**src/rtl/cpu_pkg.sv**
```systemverilog
// Shared definitions for the 16-bit pipelined CPU front end.
package cpu_pkg;

   localparam int DATA_W = 16;

   localparam logic [DATA_W-1:0] NOP_INSTR = 16'h0000;
   localparam logic [3:0]        HALT_OP   = 4'hF;

   // Fetch control FSM encoding
   typedef enum logic [1:0] {
      FS_BOOT = 2'd0,
      FS_RUN  = 2'd1,
      FS_HALT = 2'd2
   } fetch_state_e;

   // Contents of the IF/ID pipeline register
   typedef struct packed {
      logic [DATA_W-1:0] instr;
      logic [DATA_W-1:0] pc;
      logic [DATA_W-1:0] pc_plus1;
      logic              valid;
   } if_id_t;

   localparam if_id_t IF_ID_BUBBLE = '{
      instr:    NOP_INSTR,
      pc:       16'h0000,
      pc_plus1: 16'h0000,
      valid:    1'b0
   };

endpackage

```
**src/rtl/if_id_reg.sv**
```systemverilog
// IF/ID pipeline register: flush beats stall, stall beats bubble, bubble beats load.
module if_id_reg
   import cpu_pkg::*;
(
   input  logic   clk,
   input  logic   rst_n,
   input  logic   flush_i,
   input  logic   stall_i,
   input  logic   bubble_i,
   input  if_id_t load_i,
   output if_id_t q_o
);

   if_id_t ifid_q;
   if_id_t ifid_d;

   // Select the next register contents by priority
   always_comb begin
      ifid_d = ifid_q;
      if (flush_i) begin
         ifid_d = IF_ID_BUBBLE;
      end else if (stall_i) begin
         ifid_d = ifid_q;
      end else if (bubble_i) begin
         ifid_d = IF_ID_BUBBLE;
      end else begin
         ifid_d = load_i;
      end
   end

   // Register with asynchronous return to a bubble
   always_ff @(posedge clk or negedge rst_n) begin
      if (!rst_n) begin
         ifid_q <= IF_ID_BUBBLE;
      end else begin
         ifid_q <= ifid_d;
      end
   end

   assign q_o = ifid_q;

endmodule

```
**src/rtl/fetch_stage.sv**
```systemverilog
// Instruction fetch: PC, imem address, boot/run/halt control and IF/ID register.
module fetch_stage
   import cpu_pkg::*;
#(
   parameter logic [DATA_W-1:0] RESET_PC = 16'h0000,
   parameter int                IMEM_AW  = 8,
   parameter logic [3:0]        HALT_OP  = cpu_pkg::HALT_OP
) (
   input  logic               clk,
   input  logic               rst_n,
   input  logic               stallF,
   input  logic               stallD,
   input  logic               flushD,
   input  logic               InstBranch,
   input  logic [DATA_W-1:0]  branchTargetD,
   input  logic               resume,
   output logic [IMEM_AW-1:0] imem_addr,
   input  logic [DATA_W-1:0]  imem_data,
   output logic [DATA_W-1:0]  instrD,
   output logic [DATA_W-1:0]  pcD,
   output logic [DATA_W-1:0]  pcPlus1D,
   output logic               validD,
   output logic               halted,
   output logic [DATA_W-1:0]  fetch_count
);

   fetch_state_e      state_q;
   logic              halted_q;
   logic [DATA_W-1:0] pc_q;
   logic [DATA_W-1:0] pc_d;
   logic [DATA_W-1:0] pc_plus1;
   logic [DATA_W-1:0] count_q;
   logic              in_boot;
   logic              in_halt;
   logic              if_load;
   logic              halt_take;
   if_id_t            ifid_load;
   if_id_t            ifid;

   assign pc_plus1  = pc_q + 16'd1;
   assign imem_addr = pc_q[IMEM_AW-1:0];
   assign in_boot   = (state_q == FS_BOOT);
   assign in_halt   = (state_q == FS_HALT);

   // A real instruction enters IF/ID only when nothing blocks the load
   assign if_load   = !flushD && !stallD && !InstBranch && !in_boot && !in_halt;
   assign halt_take = if_load && (imem_data[15:12] == HALT_OP);

   // Next PC: a branch always wins; a halting fetch keeps its own PC
   always_comb begin
      pc_d = pc_q;
      case (state_q)
         FS_RUN: begin
            if (InstBranch) begin
               pc_d = branchTargetD;
            end else if (!stallF && !halt_take) begin
               pc_d = pc_plus1;
            end
         end
         FS_HALT: begin
            if (InstBranch) begin
               pc_d = branchTargetD;
            end else if (resume) begin
               pc_d = pc_plus1;
            end
         end
         default: pc_d = pc_q;
      endcase
   end

   // Program counter
   always_ff @(posedge clk or negedge rst_n) begin
      if (!rst_n) begin
         pc_q <= RESET_PC;
      end else begin
         pc_q <= pc_d;
      end
   end

   // Fetch control FSM with registered halted flag
   always_ff @(posedge clk or negedge rst_n) begin
      if (!rst_n) begin
         state_q  <= FS_BOOT;
         halted_q <= 1'b0;
      end else begin
         case (state_q)
            FS_BOOT: begin
               state_q  <= FS_RUN;
               halted_q <= 1'b0;
            end
            FS_RUN: begin
               if (halt_take) begin
                  state_q  <= FS_HALT;
                  halted_q <= 1'b1;
               end
            end
            FS_HALT: begin
               if (resume || InstBranch) begin
                  state_q  <= FS_RUN;
                  halted_q <= 1'b0;
               end
            end
            default: begin
               state_q  <= FS_BOOT;
               halted_q <= 1'b0;
            end
         endcase
      end
   end

   // Count valid instructions handed to decode
   always_ff @(posedge clk or negedge rst_n) begin
      if (!rst_n) begin
         count_q <= 16'h0000;
      end else if (if_load) begin
         count_q <= count_q + 16'd1;
      end
   end

   assign ifid_load = '{instr: imem_data, pc: pc_q, pc_plus1: pc_plus1, valid: 1'b1};

   if_id_reg u_if_id (
      .clk      (clk),
      .rst_n    (rst_n),
      .flush_i  (flushD | in_boot),
      .stall_i  (stallD),
      .bubble_i (in_halt),
      .load_i   (ifid_load),
      .q_o      (ifid)
   );

   assign instrD      = ifid.instr;
   assign pcD         = ifid.pc;
   assign pcPlus1D    = ifid.pc_plus1;
   assign validD      = ifid.valid;
   assign halted      = halted_q;
   assign fetch_count = count_q;

endmodule

```
**config.mk**
```make
export PLATFORM = sky130hd
export DESIGN_NAME = fetch_stage
export DESIGN_NICKNAME = d
export VERILOG_FILES = /design/src/rtl/cpu_pkg.sv /design/src/rtl/if_id_reg.sv /design/src/rtl/fetch_stage.sv
export SDC_FILE = /design/constraint.sdc
export NUM_CORES = 1
export LEC_CHECK = 0
export CAP_MARGIN = 20
export CORE_ASPECT_RATIO = 0.7
export CORE_MARGIN = 2
export CORE_UTILIZATION = 38
export CTS_CLUSTER_DIAMETER = 40
export DETAILED_ROUTE_END_ITERATION = 16
export GPL_ROUTABILITY_DRIVEN = 0
export PLACE_DENSITY = 0.69
export SYNTH_ARGS = -nofsm -noshare
export SYNTH_HDL_FRONTEND = slang
export SYNTH_SLANG_ARGS = --single-unit
```
**constraint.sdc**
```tcl
create_clock -name clk -period 1.77 [get_ports clk]
set_input_delay 0.354 -clock clk [delete_from_list [all_inputs] [get_ports clk]]
set_output_delay 0.354 -clock clk [all_outputs]
set_load 0.005 [all_outputs]
```
==> reports/metrics.cfg, run 1 <==
[route]
wl_met3_um=1100
viasPerCell=5.27
wl_per_cell_um=17.3
drtIter0Drc=211
drc=0
topRoutingLayerUsed=met4
num_vias=3339
wl_um=11000
wl_met1_um=5060
dr_wl_met2_um=4770
ant_nets=0
drtPass1Iterations=4

[place]
io_buffers=112
dpl.hpwl_um=7400
place_inst=607

[worst_setup_path]
crit_end=pc_q[13]$_DFFE_PN0P_
worstSetupPathType=reg2reg
ff2ff_setup_slack_ns=-0.08
cp_max_fo=5
worstSetupStartpointType=register
crit_path_end_kind=register
worst_ep_arrival_time_ns=2.08
r2r-end=pc_q[13]$_DFFE_PN0P_
critical_path_required_ns=2.00
crit_start=state_q[0]$_DFFE_PN0P_
reg2reg_from=state_q[0]$_DFFE_PN0P_
rr_worst_depth=7

[finish]
fin_util_pct=60.3
layout_common_cells=clkdlybuf4s50_1 (110), dfrtp_1 (83), buf_4 (39)
final_common_cell=clkdlybuf4s50_1
drive_above_1_share_pct=19.6
final_nets=546
num-fill-cells=798
final_cells=634
syn_to_final_growth_pct=53.4
diodes=0

[sta]
setup_viol=14
period_share_pct=105
maxSlewViolCount=0
setup_slack_ns=-0.0837
fin_tns_setup_ns=-0.682
min_period_ns=1.85
rsz0062_at_grt=yes
worstMarginPinSlew_ns=0.354
hold_violations=0
fmax_mhz=539
slew_headroom_pct=76.4
skew_ns=0.00981

[grt]
overflow=0
grt_pass1_vias=3261
grt_use_total_pct=20.9
grt_pass1_wl_um=17300
grt_start_max_net_pins=48
antenna_found_initial=0

[clocking]
htreeDepth=3
cts_made_buffers=9
clk-insertion-delay-late_ns=0.34
clk_path_buf_depth=2
cts_tree=built
clockRootBuffer=clkbuf_16
clk_pin_slew_ns=0.07
cts.sinks=84

[yosys]
yosys.area_share.simple_pct=12.9
synthAdderAreaFrac_pct=1.96
netlist_area_um2=3820
synthMuxAreaShare_pct=0.818
ys_warn_count=0
ys_seq_area_share_pct=55.0
synth.net_count=405
post_synth_num_cell_types=37
synthXorXnorAreaFrac_pct=6.64
yosys-top-cells-area=dfrtp_1 (55%), a22o_1 (7.1%), o21ai_0 (5.0%)
syn_area_per_cell_um2=10.6
synth-compound-area-share_pct=18.1
yosysTopAreaCellShare_pct=55.0
synth_top_family_by_area=compound AO/OA/AOI/OAI gates
synthCells=360
ys_ff_latch=84
yosysTopAreaCell=dfrtp_1

[status]
violations=negative setup slack
status=complete, but fails checks

[floorplanning]
io_pins=113
core_um2=9720
start_util_pct=39.3
fp.dieW_um=124
die_h_um=87.9
rows=30
fp.dieArea_um2=10900

[power]
power_density_nw_per_um2=1470
power_w=0.00862
p_leak_nw=2.48
ir_worst_vdd_uv=731

[run]
maxCapViolCount=0

[min_path]
hold_class=in2async

report_power, final:
| part | switching (W) | internal, W |
|---|---|---|
| clock | 0.000828 | 0.00101 |
| sequential | 0.000415 | 0.00239 |
| combinational | 0.00179 | 0.00219 |
| total | 0.00303 | 0.00559 |
worst max-delay path: stages (launching register included):
cell and delay (ns):
dfrtp_1 0.37, inv_2 0.07, ha_4 0.18, nor4_4 0.28, nand3_2 0.19, a32o_2 0.37
o21a_1 0.12, o22a_1 0.17
worst min path at each step:
stage	startpoint	to	slack [ns]	cells after the start
floorplan	rst_n	fetch_count[0]$_DFFE_PN0P_	0.06	0
global placement	rst_n	u_if_id.q_o[31]$_DFFE_PN0P_	0.27	1
detailed placement	rst_n	u_if_id.q_o[1]$_DFFE_PN0P_	0.28	1
CTS	rst_n	u_if_id.q_o[1]$_DFFE_PN0P_	0.45	2
global route	rst_n	u_if_id.q_o[1]$_DFFE_PN0P_	0.49	2
finish	rst_n	u_if_id.q_o[27]$_DFFE_PN0P_	0.45	2
kinds of logic after synthesis:
kind of cell,after synthesis
AOI/OAI and AO/OA,103
and+or+nand+nor,99
DFF,84
buffers and inverters,36
xor gates and xnor gates,29
adders and majority gates,6
muxes,3
layout make-up:
type	instances	area (µm²)	area share [%]
flip-flops and latches	84	2100	35.9
multi-input cells	241	1710	29.2
repair buffers	160	1580	26.9
clock buffers	10	239	4.08
well taps	128	160	2.73
clock inverters	6	53.8	0.917
inverters	5	18.8	0.320
registers in the layout, indices dropped and copies added, names as in the netlist:
signal and flops:
pc_q 16, halted 1, fetch_count 16, u_if_id.q_o 49, state_q 2
routing by layer:
layer | up-vias | track usage, %
met5 | - | 0
met4 | 0 | 5.31
met3 | 4 | 7.42
met2 | 145 | 30.8
met1 | 1625 | 29.7
li1 | 1565 | -
metrics by stage:
stage	setup WS, ns	hold WS, ns	area [µm²]
floorplan	-0.0993	0.0584	3850
global placement	-0.278	0.269	5290
detailed placement	-0.342	0.280	5290
CTS	-0.0629	0.446	5740
global route	-0.161	0.491	5860
finish	-0.0837	0.448	5860
synth_stat cells:
cell,n
and4_1,4
a22o_1,31
a32o_1,1
clkbuf_1,15
mux2_2,1
inv_1,5
o21ai_0,38
a21oi_1,15
o21a_1,1
nor3_2,1
buf_2,6
o22ai_1,3
xnor2_1,21
nand3_1,12
a31oi_1,2
nand2_1,36
dfrtp_1,84
nor2b_1,2
a32oi_2,1
nor3_1,8
o22a_1,2
nor4_4,1
nand3_2,1
nor4_1,2
a22oi_1,5
nor3b_1,2
ha_1,6
nand4_1,5
nand2b_1,2
mux2i_1,2
nor2_1,19
o2bb2ai_1,4
xor2_1,8
and3_1,3
buf_1,1
buf_4,9
and2b_1,1
timing repair:
| action | 4_1_cts | 5_1_grt |
|---|---|---|
| pin swaps | 5 | 10 |
| setup buffers | 5 | 3 |
| cloned | 2 | 1 |
| endpoints found under the hold margin | 23 | 0 |
| gates resized for setup | 15 | 23 |
| endpoints found under the setup margin | 29 | 34 |
| hold buffers | 1 | 0 |
No activity file was read; power rests on OpenSTA's default activity.
==> inputs of run 2 (changes only) <==
Settings changed: CORE_UTILIZATION 38 to 43, PLACE_DENSITY 0.69 to 0.77, TNS_END_PERCENT from default to 1.
==> reports/metrics.cfg, run 2 (synthesis gave the netlist of run 1 again) <==
[place]
io_buffers=112  ; unchanged
dpl.hpwl_um=7350  ; was 7400 µm
dp_slack_ns=-0.382  ; was -0.342 ns

[floorplanning]
die_h_um=82.9  ; was 87.9 µm
rows=28  ; was 30
fp.dieW_um=117  ; was 124 µm
core_um2=8550  ; was 9720 µm²
start_util_pct=44.7  ; was 39.3%
io_pins=113  ; unchanged
fp.dieArea_um2=9670  ; was 10900 µm²

[worst_setup_path]
critical_path_required_ns=2.02  ; was 2.00 ns
cp_max_fo=6  ; was 5
crit_path_top_delay_cell=dfrtp_1  ; unchanged
rr_worst_depth=8  ; was 7
crit_path_end_kind=register  ; unchanged
path_cells=inv_2 > ha_4 > nor4_4 > nand3_2 > a32oi_4 > buf_12 > a21oi_1 > o22ai_1  ; was inv_2 > ha_4 > nor4_4 > nand3_2 > a32o_2 > o21a_1 > o22a_1
cpPeakStageDelay_ns=0.37  ; about the same
worst_ep_arrival_time_ns=2.25  ; was 2.08 ns
path_delay_family=compound AO/OA/AOI/OAI gates  ; unchanged
path_buf_inv=2  ; was 1
r2r-end=pc_q[9]$_DFFE_PN0P_  ; was pc_q[13]$_DFFE_PN0P_
worstSetupPathType=reg2reg  ; unchanged
worstSetupStartpointType=register  ; unchanged
reg2reg_from=state_q[0]$_DFFE_PN0P_  ; unchanged
ff2ff_setup_slack_ns=-0.23  ; was -0.08 ns

[sta]
period_share_pct=113  ; was 105%
setup_viol=27  ; was 14
fmax_mhz=500  ; was 539 MHz
hold_violations=0  ; unchanged
rsz0062_at_grt=yes  ; unchanged
skew_ns=0.00670  ; was 0.00981 ns
setup_slack_ns=-0.228  ; was -0.0837 ns
maxSlewViolCount=0  ; unchanged
min_period_ns=2.00  ; was 1.85 ns
worstMarginPinSlew_ns=0.432  ; was 0.354 ns
slew_headroom_pct=71.2  ; was 76.4%

[finish]
fin_util_pct=67.8  ; was 60.3%
largest_reg_flops=49  ; unchanged
syn_to_final_growth_pct=51.5  ; was 53.4%
final_nets=542  ; was 546
layout_common_cells=clkdlybuf4s50_1 (108), dfrtp_1 (84), nand2_1 (35)  ; was clkdlybuf4s50_1 (110), dfrtp_1 (83), buf_4 (39)
diodes=0  ; unchanged
final_common_cell=clkdlybuf4s50_1  ; unchanged
drive_above_1_share_pct=16.1  ; was 19.6%

[status]
violations=negative setup slack  ; unchanged
status=complete, but fails checks  ; unchanged

[min_path]
hold_class=reg2reg  ; was in2async
hold_path_depth=1
worstHoldStart=fetch_count[15]$_DFFE_PN0P_
hold_end=fetch_count[15]$_DFFE_PN0P_

[clocking]
htreeDepth=3  ; unchanged
cts.sinks=84  ; unchanged
clk-insertion-delay-late_ns=0.34  ; about the same
clockRootBuffer=clkbuf_16  ; unchanged
clk_pin_slew_ns=0.06  ; was 0.07 ns
cts_tree=built  ; unchanged
clk_path_buf_depth=2  ; unchanged
cts_made_buffers=9  ; unchanged

[power]
p_leak_nw=2.48  ; about the same
ir_worst_vdd_uv=728  ; was 731 µV
power_density_nw_per_um2=1430  ; was 1470 nW/µm²

[route]
drtPass1Iterations=5  ; was 4
num_vias=3435  ; was 3339
wl_per_cell_um=18.3  ; was 17.3 µm
drc=0  ; unchanged
drtIter0Drc=207  ; was 211
ant_nets=0  ; unchanged
viasPerCell=5.52  ; was 5.27
wl_um=11400  ; was 11000 µm

[grt]
grt_pass1_wl_um=17700  ; was 17300 µm
antenna_found_initial=0  ; unchanged
grt_pass1_vias=3404  ; was 3261
grt_start_max_net_pins=38  ; was 48
overflow=0  ; unchanged
grt_use_total_pct=23.8  ; was 20.9%

[run]
maxCapViolCount=0  ; unchanged

run 2: cell types whose count changed in the layout (fill, tap and decap cells not counted), moves of 3 or more:
cell      previous run  this run
a21oi_1             12        15
a21oi_2              3         0
buf_4               39        33
buf_6                3         6
clkinv_2             0         3
o21ai_0             25        29
o21ai_2              6         2
run 2: worst register-to-register path, stage by stage, from the launching register on:
cell and delay [ns]:
dfrtp_1 0.37, inv_2 0.08, ha_4 0.18, nor4_4 0.36
nand3_2 0.20, a32oi_4 0.36, buf_12 0.16, a21oi_1 0.04
o22ai_1 0.17
run 2: final cells by class:
type / count / area (µm²)
multi-input combinational: 241 / 1700
tap: 120 / 150
clock buffer: 11 / 233
timing repair buffer: 156 / 1540
clock inverter: 5 / 52.6
inverter: 5 / 18.8
fill: 632 / 2760
sequential: 84 / 2100
run 2: timing repair:
| item | CTS | global route |
|---|---|---|
| gates cloned | 3 | 0 |
| setup buffers | 6 | 3 |
| pin swaps | 5 | 6 |
| setup endpoints to repair | 32 | 67 |
| resized for setup | 26 | 24 |
| hold buffers | 1 | 0 |
| endpoints found under the hold margin | 28 | 0 |
run 2: stage by stage:
step                      setup TNS, ns  instance area (µm²)  hold WS (ns)  power [W]  cells
final                             -3.56                 5790         0.474    0.00828    622
after global routing              -6.35                 5790         0.511    0.00873    622
after CTS                         -1.20                 5730         0.482    0.00834    621
after detailed placement          -9.28                 5250         0.322    0.00581    595
after global placement            -6.74                 5250         0.317    0.00570    595
after floorplan                  -0.813                 3830        0.0584    0.00430    360
run 2: layer usage:
layer / GRT usage, % / wire [µm] / vias to the layer above
li1: - / - / 1554
met4: 8.13 / 316 / 0
met2: 35.7 / 5230 / 153
met3: 7.66 / 858 / 27
met5: 0 / 0 / -
met1: 32.6 / 4980 / 1701
run 2: power breakdown:
part,internal (W),switching (W)
clock network,0.00109,0.000736
logic,0.00196,0.00170
registers,0.00239,0.000407
run 2: worst max-delay path by stage:
stage,startpoint,endpoint,slack (ns),cells past startpoint
after global placement,flushD,fetch_count[10]$_DFFE_PN0P_,-0.31,7
after floorplan,state_q[0]$_DFFE_PN0P_,pc_q[13]$_DFFE_PN0P_,-0.15,8
after detailed placement,flushD,fetch_count[10]$_DFFE_PN0P_,-0.38,7
after CTS,state_q[0]$_DFFE_PN0P_,pc_q[9]$_DFFE_PN0P_,-0.09,8
after global routing,state_q[0]$_DFFE_PN0P_,pc_q[9]$_DFFE_PN0P_,-0.31,8
final,state_q[0]$_DFFE_PN0P_,pc_q[9]$_DFFE_PN0P_,-0.23,8
